<file path="config.mk">
export PLATFORM = sky130hd
export DESIGN_NAME = hshrink_seq
export DESIGN_NICKNAME = d
export VERILOG_FILES = /design/src/rtl/hshrink_pkg.sv /design/src/rtl/hshrink_mask.sv /design/src/rtl/hshrink_seq.sv
export SDC_FILE = /design/constraint.sdc
export NUM_CORES = 1
export LEC_CHECK = 0
export BUFFER_PORTS_ARGS = -buffer_cell sky130_fd_sc_hd__buf_4
export CORE_MARGIN = 10
export CORE_UTILIZATION = 55
export DETAILED_ROUTE_END_ITERATION = 10
export HOLD_SLACK_MARGIN = 0.15
export MAX_ROUTING_LAYER = met4
export PLACE_DENSITY_LB_ADDON = 0.2
export SYNTH_ARGS = -nofsm -noshare
export SYNTH_HDL_FRONTEND = slang
export SYNTH_SLANG_ARGS = --single-unit
</file>
<file path="constraint.sdc">
create_clock -name CK -period 3.7 [get_ports CK]
set_input_delay 0.925 -clock CK [delete_from_list [all_inputs] [get_ports CK]]
set_output_delay 0.925 -clock CK [all_outputs]
set_load 0.1 [all_outputs]
</file>
<file path="src/rtl/hshrink_pkg.sv">
// Shared constants and helpers for the horizontal sprite-shrink path.
// Latency: n/a (elaboration-time constants and pure functions).
// Backpressure: n/a.
package hshrink_pkg;

    localparam int DEF_SHRINK_W = 4;
    localparam int DEF_LANES    = 2;
    localparam int MAX_SHRINK_W = 6;
    localparam int MAX_T        = 1 << MAX_SHRINK_W;

    typedef enum logic {
        ST_IDLE = 1'b0,
        ST_RUN  = 1'b1
    } seq_state_e;

    // Tile width in pixels for a given shrink-code width.
    function automatic int tile_w(input int shrink_w);
        return 1 << shrink_w;
    endfunction

    // Number of beats needed to stream one tile row.
    function automatic int beat_cnt(input int shrink_w, input int lanes);
        return (1 << shrink_w) / lanes;
    endfunction

    // Beat counter width; at least one bit even for a single-beat row.
    function automatic int beat_idx_w(input int shrink_w, input int lanes);
        int beats;
        beats = (1 << shrink_w) / lanes;
        return (beats > 1) ? $clog2(beats) : 1;
    endfunction

    // Keep rule for pixel p under shrink code s: with K = s+1, pixel p is kept
    // when the scaled position crosses an integer boundary. Products stay
    // below 2^(2*shrink_w+1), so 32-bit int arithmetic cannot overflow.
    function automatic logic keep_rule(input int shrink_w, input int s, input int p);
        int k;
        k = s + 1;
        return (((p + 1) * k) >> shrink_w) != ((p * k) >> shrink_w);
    endfunction

    // Number of set bits in a (zero-extended) lane vector.
    function automatic int popcount(input logic [MAX_T-1:0] v);
        int cnt;
        cnt = 0;
        for (int i = 0; i < MAX_T; i++) begin
            cnt += int'(v[i]);
        end
        return cnt;
    endfunction

endpackage

</file>
<file path="src/rtl/hshrink_mask.sv">
// Builds the T-bit pixel keep mask from a shrink code, optionally bit-reversed.
// Latency: purely combinational.
// Backpressure: none; output follows inputs directly.
module hshrink_mask
    import hshrink_pkg::*;
#(
    parameter int SHRINK_W = DEF_SHRINK_W
) (
    input  logic [SHRINK_W-1:0]        shrink_i,
    input  logic                       flip_i,
    output logic [(1<<SHRINK_W)-1:0]   mask_o
);

    localparam int T = tile_w(SHRINK_W);

    logic [T-1:0] raw_mask;

    // Evaluate the keep rule for every pixel position of the tile row.
    always_comb begin
        raw_mask = '0;
        for (int p = 0; p < T; p++) begin
            raw_mask[p] = keep_rule(SHRINK_W, int'(shrink_i), p);
        end
    end

    // Horizontal flip is a plain bit reversal of the row.
    always_comb begin
        mask_o = '0;
        for (int i = 0; i < T; i++) begin
            mask_o[i] = flip_i ? raw_mask[T-1-i] : raw_mask[i];
        end
    end

endmodule

</file>
<file path="src/rtl/hshrink_seq.sv">
// Streams a shrink keep-mask LANES pixels per beat with a per-beat kept count.
// Latency: beat 0 registered one cycle after LOAD; back-to-back rows have no bubble.
// Backpressure: ADV low holds every output; LOAD always overrides ADV.
module hshrink_seq
    import hshrink_pkg::*;
#(
    parameter int SHRINK_W = DEF_SHRINK_W,
    parameter int LANES    = DEF_LANES
) (
    input  logic                         CK,
    input  logic                         nRESET,
    input  logic                         LOAD,
    input  logic [SHRINK_W-1:0]          SHRINK,
    input  logic                         FLIP,
    input  logic                         ADV,
    output logic [LANES-1:0]             PIX_EN,
    output logic                         VALID,
    output logic                         LAST,
    output logic [$clog2(LANES+1)-1:0]   XINC,
    output logic                         BUSY
);

    localparam int T     = tile_w(SHRINK_W);
    localparam int BEATS = beat_cnt(SHRINK_W, LANES);
    localparam int BW    = beat_idx_w(SHRINK_W, LANES);
    localparam int XW    = $clog2(LANES + 1);
    localparam logic [BW-1:0] LAST_BEAT = BW'(BEATS - 1);

    seq_state_e                     state_q, state_d;
    logic [BW-1:0]                  beat_q, beat_d;
    logic [T-1:0]                   mask_q, mask_d, load_mask;
    logic [BEATS-1:0][LANES-1:0]    mask_beats;
    logic [LANES-1:0]               pix_en_q, pix_en_d;
    logic                           valid_q, valid_d;
    logic                           last_q, last_d;
    logic [XW-1:0]                  xinc_q, xinc_d;

    hshrink_mask #(
        .SHRINK_W (SHRINK_W)
    ) u_mask (
        .shrink_i (SHRINK),
        .flip_i   (FLIP),
        .mask_o   (load_mask)
    );

    // Sequencer: LOAD restarts a row from any state, ADV steps through beats.
    always_comb begin
        state_d = state_q;
        beat_d  = beat_q;
        mask_d  = mask_q;
        if (LOAD) begin
            state_d = ST_RUN;
            beat_d  = '0;
            mask_d  = load_mask;
        end else if (state_q == ST_RUN && ADV) begin
            if (beat_q == LAST_BEAT) begin
                state_d = ST_IDLE;
                beat_d  = '0;
            end else begin
                beat_d = beat_q + BW'(1);
            end
        end
    end

    // View the row mask as one LANES-wide slice per beat.
    assign mask_beats = mask_d;

    // Precompute the next beat's outputs so they can be registered.
    always_comb begin
        valid_d  = (state_d == ST_RUN);
        pix_en_d = '0;
        last_d   = 1'b0;
        if (valid_d) begin
            pix_en_d = mask_beats[beat_d];
            last_d   = (beat_d == LAST_BEAT);
        end
        xinc_d = XW'(popcount(MAX_T'(pix_en_d)));
    end

    // Sequencer state, beat index and captured mask.
    always_ff @(posedge CK or negedge nRESET) begin
        if (!nRESET) begin
            state_q <= ST_IDLE;
            beat_q  <= '0;
            mask_q  <= '0;
        end else begin
            state_q <= state_d;
            beat_q  <= beat_d;
            mask_q  <= mask_d;
        end
    end

    // Registered beat outputs.
    always_ff @(posedge CK or negedge nRESET) begin
        if (!nRESET) begin
            pix_en_q <= '0;
            valid_q  <= 1'b0;
            last_q   <= 1'b0;
            xinc_q   <= '0;
        end else begin
            pix_en_q <= pix_en_d;
            valid_q  <= valid_d;
            last_q   <= last_d;
            xinc_q   <= xinc_d;
        end
    end

    assign PIX_EN = pix_en_q;
    assign VALID  = valid_q;
    assign LAST   = last_q;
    assign XINC   = xinc_q;
    assign BUSY   = valid_q;

endmodule

</file>
==> results.md, run 1 <==
Global routing:
- Entering global routing, the biggest net connects 26 pins.
- The first global-routing pass estimated around 20000 um of wire.
- The global router's overall resource usage is 25.0%.
- The residual overflow from global routing is 0.
- The initial antenna violation count came to 0.
- The number of global-route vias before repair is 3984.

Cells and area:
- The sequential cells in the finished layout cover a total of 626 sq um.
- The fraction of final layout cells with drive strength greater than 1 is 45.2%.
- The most common cell after layout, fill and taps aside is buf_4.
- The area growth from synthesis to layout is 53.3%.
- The footprint of the multi-input gates is 0.00323 sq mm.
- Counting the fill cells in the layout gives 284.
- After the last flow step, the layout net total stands at 601.
- The number of antenna diodes in the final layout is 0.
- Leaving out fill and tap cells, the most frequent cells in the layout are buf_4 (130), xnor2_1 (34), nor2_1 (30).

Power:
- The analysis attributes to cell leakage a power of 2.41 nW.
- The post-layout total power is 2.75 mW.
- The worst-case IR drop observed on VDD is between 0.7 and 0.8 mV.
- The power per unit of standard cell area is 519 mW/mm^2.

Synth:
- The async set-reset flop share out of synthesis is between 90% and 100%.
- The register area share after synthesis is 18.1%.
- After synthesis, the mean cell area works out to about 8.6 sq um.
- The Yosys warning count is 0.
- The area of the mapped netlist is 0.00345 sq mm.
- The post-synthesis cell type count is 59.
- Yosys mapped a number of flops with a built-in enable equal to 0.
- In the synthesized netlist the dominant register cell turns out to be dfrtp_1.
- The number of nets produced by synthesis is 461.
- In this run, synthesis produced a sequential element count of 25.
- The number of standard cells after synthesis is 401.

STA:
- The final number of hold-violating endpoints is 0.
- Clock skew on the completed layout was measured at about 0.0027 ns.
- Derived from the worst setup path, the maximum achievable clock frequency is 216 MHz.
- In the finished design, the share of the clock period the worst path needs comes to 125%.
- The slew of the pin with the lowest slew margin is 0.708 ns.
- The tightest hold path in the finished design has a slack of 0.499 ns.
- The smallest clock period supported by the final layout is computed as 4.63 ns.
- Setup repair after global routing could not meet its margin everywhere.
- The number of setup violations in the final report is 19.
- The least setup slack across all paths after layout is -0.928 ns.
- The worst-case headroom to the max-slew limit is between 50% and 60%.
- The number of max-slew violations in the final report was 0.

Clock network:
- The clock transition at the registers of the reported paths is 0.09 ns.
- The number of buffers between clock root and the deepest sink is 2.
- Counting the buffers created by CTS gives 3.
- The clock tree from TritonCTS is yes.
- The clock sink total is 25.
- The latest clock arrival within the worst-skew pair is between 0.2 and 0.3 ns.
- The count of hold-fix buffers inserted at cts is 0.
- The number of levels the H-tree was split into is 1.
- The cell at the root of the clock tree is clkbuf_8.

Die:
- The floorplan has 28 rows.
- Once the floorplan was initialized, standard cells occupied 57.3% of the core.
- The full die area is approximately 0.0098 sq mm.
- The core footprint is 0.00603 sq mm.
- The die is 99.2 um wide.
- For this design the top-level I/O count stands at 16.
- The die span in y is 99.2 um.

Critical path:
- Data arrives at the worst endpoint at between 4 and 5 ns.
- At the worst endpoint, the required time is approximately 3.9 ns.
- The classification of the worst setup path is in -> reg.
- The endpoint type of the worst setup path is a register.
- In this run the worst path has a maximum fanout of 4.
- The worst setup path is launched from a primary input.

Status:
- The flow ran to the end, but the final reports show violations.
- The final reports fail on setup timing.

Routing:
- The detail-routed via count per cell is ~6.9.
- The wire length per cell after detailed routing is 25.2 um.
- The remaining antenna violation count after routing is 0.
- The first TritonRoute pass finished after 8 iterations.
- The number of design-rule violations left by the first detailed-router iteration is 619.
- The number of remaining DRC errors is 0.
- The routed wire length is 15500 um.
- The total number of vias is 4266.

Placed design:
- The HPWL after detailed placement is about 8100 um.
- The routability-driven placement congestion ratio is 0.870.
- Port buffering added 15 buffers.

Flow run:
- Across the run, the number of max-cap violations was 0.

Worst hold path:
- The tightest min-delay check is of the reg -> reg type.
[layer usage]
metal / GRT usage (%) / share of wire (%)
met5: - / 0
met4: 14.6 / 9.7
met3: 4.08 / 11
met2: 42.6 / 46
met1: 26.8 / 34
[metrics by stage]
| stage | utilization [%] | setup WS, ns | cells | cell area [sq um] | setup TNS, ns |
|---|---|---|---|---|---|
| floorplan | - | -0.918 | 401 | 3600 | -7.72 |
| global placement | 75.5 | -0.924 | 587 | 4550 | -10.93 |
| CTS | 83.4 | -0.624 | 605 | 5020 | -4.15 |
| global route | 87.8 | -0.999 | 615 | 5290 | -11.14 |
| finish | 87.8 | -0.928 | 615 | 5290 | -9.70 |
| detailed placement | 75.5 | -1.04 | 587 | 4550 | -12.70 |
[critical path, stage by stage]
cell and delay (ns):
buf_12 0.10, and3_4 0.20, xnor2_4 0.26, inv_4 0.06, fa_2 0.55, inv_2 0.06
fa_2 0.59, ha_4 0.23, buf_6 0.14, a21oi_4 0.27, buf_4 0.16, buf_4 0.09
xnor2_1 0.11, nand3_1 0.13, nor3_2 0.26, nor2_2 0.06, or3_4 0.36, ha_4 0.24
[what timing repair did]
action | CTS | global route
pin swaps | 59 | 42
setup buffers | 18 | 12
hold endpoints to repair | 0 | 0
gates resized for setup | 62 | 39
endpoints found under the setup margin | 18 | 18
[final cells by class]
| cell class | instances | share of cell area (%) |
|---|---|---|
| flip-flops and latches | 25 | 11.8 |
| repair buffers | 145 | 22.2 |
| well taps | 75 | 1.77 |
| inverters | 31 | 2.32 |
| multi-input cells | 335 | 61.1 |
| clock buffers | 4 | 0.851 |
[synthesized netlist by cell type, types with 3 or more instances]
master    number  area share, %
nor3_1        14            2.0
a221oi_1       3           0.76
inv_2          3           0.33
a31oi_1        8            1.4
a21oi_1       24            3.5
a21o_1         6            1.3
fa_1           9            5.2
o21ai_0       19            2.8
a211oi_1       6            1.3
nand3_1       11            1.6
ha_1          42             15
nand2_1       16            1.7
xnor2_1       44             11
nor2b_1        4           0.72
nand3b_1       4           0.87
dfrtp_1       25             18
or3_1          3           0.54
nor2_1        34            3.7
inv_1         27            2.9
or2_2          3           0.54
xor2_1        18            4.6
and2_1         5           0.91
o22ai_1        5           0.91
mux2_2         7            2.3
mux2i_1       10            2.9
and3_1         3           0.54
clkbuf_1       5           0.54
nand2b_1       4           0.72
[report_power, final]
part	internal (mW)	total, mW	switching, mW
registers	0.339	0.383	0.0442
logic	1.03	2.20	1.17
clock network	0.0771	0.168	0.0909
total	1.44	2.75	1.31
[worst paths after layout]
kind	from	end	slack [ns]	cells past startpoint
max in group asynchronous	nRESET	mask_q[1]$_DFF_PN0_	2.91	1
setup / recovery	SHRINK[2]	XINC[0]$_DFF_PN0_	-0.93	18
hold reg to reg	mask_q[1]$_DFF_PN0_	mask_q[1]$_DFF_PN0_	0.50	1
hold / removal	mask_q[1]$_DFF_PN0_	mask_q[1]$_DFF_PN0_	0.50	1
min in group asynchronous	nRESET	mask_q[9]$_DFF_PN0_	0.54	1
setup reg to reg	beat_q[0]$_DFF_PN0_	XINC[0]$_DFF_PN0_	0.87	9
[flip-flops by register name, indices dropped and copies added, names as in the netlist]
name	cells
mask_q	16
beat_q	3
PIX_EN	2
XINC	2
BUSY	1
LAST	1
[logic make-up (layout without fill, tap and decap cells)]
family,after synthesis,count (layout),share of synthesized area (%)
flip-flops,25,25,18.1
AND/OR/NAND/NOR,108,108,15.6
multiplexers,17,17,5.18
XOR/XNOR,64,64,17.2
buffers and inverters,41,180,4.86
adder cells (fa/ha/maj),51,51,20.4
AO/OA/AOI/OAI,95,95,18.7
(Power assumes the default switching activity.)
==> run 2: changes to the inputs <==
--- a/config.mk
+++ b/config.mk
@@ -5,6 +5,7 @@
 export SDC_FILE = /design/constraint.sdc
 export NUM_CORES = 1
 export LEC_CHECK = 0
+export ABC_AREA = 1
 export BUFFER_PORTS_ARGS = -buffer_cell sky130_fd_sc_hd__buf_4
 export CORE_MARGIN = 10
 export CORE_UTILIZATION = 55
==> run 2 against run 1 <==
Sequential share of layout area down 0.29 points. Critical path depth up 10. Non-clock buffer count down 19. The flow still finishes with violations (setup timing). Worst setup slack better by 0.36 ns. Worst hold slack worse by 0.010 ns. Final area up 2.5%.
==> results.md, run 2 <==
Synth:
- After synthesis the netlist holds a flip-flop and latch count of 25.
- Of the synthesized area, sequential elements account for 16.3%.
- The area of the mapped netlist is 0.00383 sq mm.
- The post-synthesis cell type count is 46.
- The number of enable-type register cells in the synthesized netlist is 0.
- The synthesized area per cell is 6.72 sq um.
- The top-area cell type share of the netlist area is 16.3%.
- Of all flip-flops after synthesis, the portion carrying an async set or reset was 100%.
- Synthesis handed over a netlist of 570 instances.
- Among all cell types in the netlist, the one instantiated most often is nand2_1.
- The most instantiated flip-flop cell in the synthesis netlist is dfrtp_1.
- By area the synthesized netlist is led by dfrtp_1 (16%), nand2_1 (15%), ha_1 (14%).
- The Yosys warning count is 0.
- Counting instances in the post-synthesis netlist gives the leading cell types as nand2_1 (148), inv_1 (81), nand3_1 (65).
- The most area-hungry cell type in the Yosys netlist is dfrtp_1.
- The number of nets produced by synthesis is 630.

STA:
- The slew of the pin with the lowest slew margin is approximately 0.64 ns.
- The setup total negative slack is -1.78 ns.
- Setup repair after global routing could not meet its margin everywhere.
- Across the routed clock network, the largest skew measured is 0.00601 ns.
- The least setup slack across all paths after layout is -0.571 ns.
- The worst pin sits at a relative slew slack of 57.0%.
- Setup violations remaining at the end of the flow were counted as 6.
- The maximum operating frequency is 234 MHz.
- The number of max-slew violations in the final report came to 0.
- The final number of hold-violating endpoints is 0.
- Of the available clock period, the critical path in the final layout requires 115%.
- The routed design could run at a clock period as short as 4.27 ns.

Global routing:
- The number of global-route vias before repair is 4120.
- The initial antenna violation count came to 0.
- The residual overflow from global routing is 0.
- Entering global routing, the biggest net connects 26 pins.
- The global router's overall resource usage is 21.8%.
- The first global-routing pass estimated 18600 um of wire.

Routing:
- The detail-routed via count per cell is between 5 and 6.
- After detailed routing, the average wire length per cell comes to about 15 um.
- The final route contains 4333 vias.
- The remaining antenna violation count after routing is 0.
- The number of design-rule violations left by the first detailed-router iteration is 283.
- In the routed design, unresolved DRC markers number 0.
- Summed over all layers, the routed wires come to ~12000 um.
- The count of TritonRoute iterations in the first routing pass is 5.

Cells and area:
- In the layout the commonest cells are nand2_1 (133), buf_4 (118), inv_1 (71).
- The combined flip-flop and latch cell area is about 630 sq um.
- Relative to the synthesized area, the layout overhead comes to 41.7%.
- The count of inserted antenna diode cells is 0.
- The number of flip-flops in the largest register is 16.
- Once layout is done, the placed cells without fillers occupy between 0.005 and 0.006 sq mm.
- The fraction of final layout cells with drive strength greater than 1 is 36.6%.
- The most common cell after layout, fill and taps aside is nand2_1.
- Ranked by flip-flop count, first place goes to mask_q.
- The footprint of the multi-input gates is 0.00329 sq mm.
- The final net count is about 750.
- In the final layout, the registers with the most flip-flops are mask_q: 16 flops, beat_q: 3 flops.
- After filler insertion, the fill cell instance count of the layout stands at 460.

Critical path:
- The critical path runs through a total of 28 cells.
- The worst-case reg-to-reg path depth is 12.
- The endpoint type of the worst setup path is a register.
- Data on the critical path arrives at its endpoint at 4.42 ns.
- The kind of cell with the highest combined delay along the critical path is adder cells.
- The required time of the critical path is 3.85 ns.
- The reg2reg setup slack is 1.21 ns.
- The worst setup path is launched from a primary input.
- The number of buffers and inverters on the critical path is 7.
- The worst setup path is of the in -> reg kind.
- In this design, the stage delay of the slowest critical-path cell is between 0.5 and 0.6 ns.
- The slowest stage of the critical path is the fa_2 cell.
- The most numerous cell type found on the critical path is nand2_1.
- Along the worst path, the maximum fanout reaches 5.

Power:
- The reported leakage power is 2.81 nW.
- The power per unit of standard cell area is 377 mW/mm^2.
- IR analysis of the VDD net gives a maximum drop of 0.193 mV.
- The post-layout total power is between 2 and 2.5 mW.

Clock network:
- The longest clock path from root to sink contains 2 buffers.
- The clock tree from TritonCTS is yes.
- TritonCTS created 3 clock buffers.
- The clock sink total is 25.
- The number of levels the H-tree was split into is 1.
- The count of hold-fix buffers inserted at cts is 0.
- Clock-pin slew was measured on the worst setup and hold paths at 0.08 ns.
- The clock reaches the later pin of the worst-skew pair after roughly 0.26 ns.
- In this run the clock root is driven by a clkbuf_8.

Status:
- The final reports fail on setup timing.
- The run finished, with violations left.

Placed design:
- The congestion estimate from routability-driven global placement came to 0.932.
- In this run the tool buffered the top-level ports with 15 buffer cells.
- Once detailed placement completed, the half-perimeter wirelength came to ~9000 um.
- The area after detailed placement is between 0.004 and 0.005 sq mm.

Worst hold path:
- The type of the worst min-delay path is reg -> reg.
- The worst hold path was traced through 2 stages.

Die:
- Pin placement for this block handled 16 I/O pins.
- After floorplanning, the core was divided into 30 placement rows.
- The full die area is 0.0107 sq mm.
- The die span in y is 103 um.
- After floorplanning, the core was sized to cover 0.00679 sq mm.
- The floorplan step set the die width to 103 um.
- Once the floorplan was initialized, standard cells occupied 56.4% of the core.

Flow run:
- The max-capacitance violation count is 0.
## run 2: cell types whose count changed in the layout (fill, tap and decap cells not counted), moves of 8 or more
cell / delta
buf_4: -12
inv_1: +47
mux2i_1: -9
nand2_1: +118
nand2_2: +23
nand2_4: +8
nand3_1: +41
nand3_2: +16
nand4_1: +10
xnor2_1: -28
## run 2: metal layers
layer	track usage [%]	vias up	wire (um)
met5	-	-	0
met4	4.71	0	301
met3	1.53	34	539
met2	39.3	157	6200
met1	26.1	2046	4960
li1	-	2096	-
## run 2: area by class of cell
type / count / area share, %
sequential: 25 / 11.5
tap: 96 / 2.21
timing repair buffer: 126 / 18.3
inverter: 87 / 6.46
clock buffer: 4 / 0.830
multi-input combinational: 450 / 60.6
## run 2: cell families after synthesis
logic type / share of synthesized area [%]
AO/OA/AOI/OAI: 8.69
XOR/XNOR: 6.18
adder cells (fa/ha/maj): 18.4
buffers and inverters: 9.71
AND/OR/NAND/NOR: 40.4
multiplexers: 0.261
flip-flops: 16.3
## run 2: repair_timing
item / 4_1_cts / 5_1_grt
endpoints found under the setup margin: 8 / 16
setup buffers: 7 / 7
pin swaps: 18 / 51
cloned: 0 / 0
gates resized for setup: 20 / 66
endpoints found under the hold margin: 0 / 0
## run 2: power by group
part | switching (mW) | internal (mW)
Combinational | 0.887 | 0.660
Sequential | 0.0175 | 0.321
Clock | 0.0797 | 0.0768
## run 2: per-stage QoR
stage | hold WS (ns) | util (%) | instances | setup slack, ns
final | 0.489 | 79.8 | 788 | -0.571
after global placement | 0.459 | 72.2 | 773 | -0.777
after global routing | 0.517 | 79.8 | 788 | -0.789
after CTS | 0.487 | 74.9 | 784 | -0.549
after detailed placement | 0.465 | 72.2 | 773 | -0.830
after floorplan | 0.444 | - | 570 | -0.467
## run 2: worst paths after layout
| kind | end | from |
|---|---|---|
| setup / recovery | XINC[0]$_DFF_PN0_ | SHRINK[1] |
| hold / removal | mask_q[12]$_DFF_PN0_ | mask_q[12]$_DFF_PN0_ |
| setup reg to reg | XINC[0]$_DFF_PN0_ | beat_q[0]$_DFF_PN0_ |
| hold reg to reg | mask_q[12]$_DFF_PN0_ | mask_q[12]$_DFF_PN0_ |
| max in group asynchronous | mask_q[10]$_DFF_PN0_ | nRESET |
| min in group asynchronous | mask_q[14]$_DFF_PN0_ | nRESET |
## run 2: worst register-to-register path, stage by stage (launching register included)
cell and delay, ns:
dfrtp_1 0.40, ha_1 0.21, ha_1 0.19, o21ai_0 0.14, o21ai_1 0.22, nor2_1 0.24, inv_1 0.19, o21ai_0 0.19
inv_1 0.05, nand2_1 0.08, nand2_2 0.07, a21oi_2 0.16, ha_1 0.25
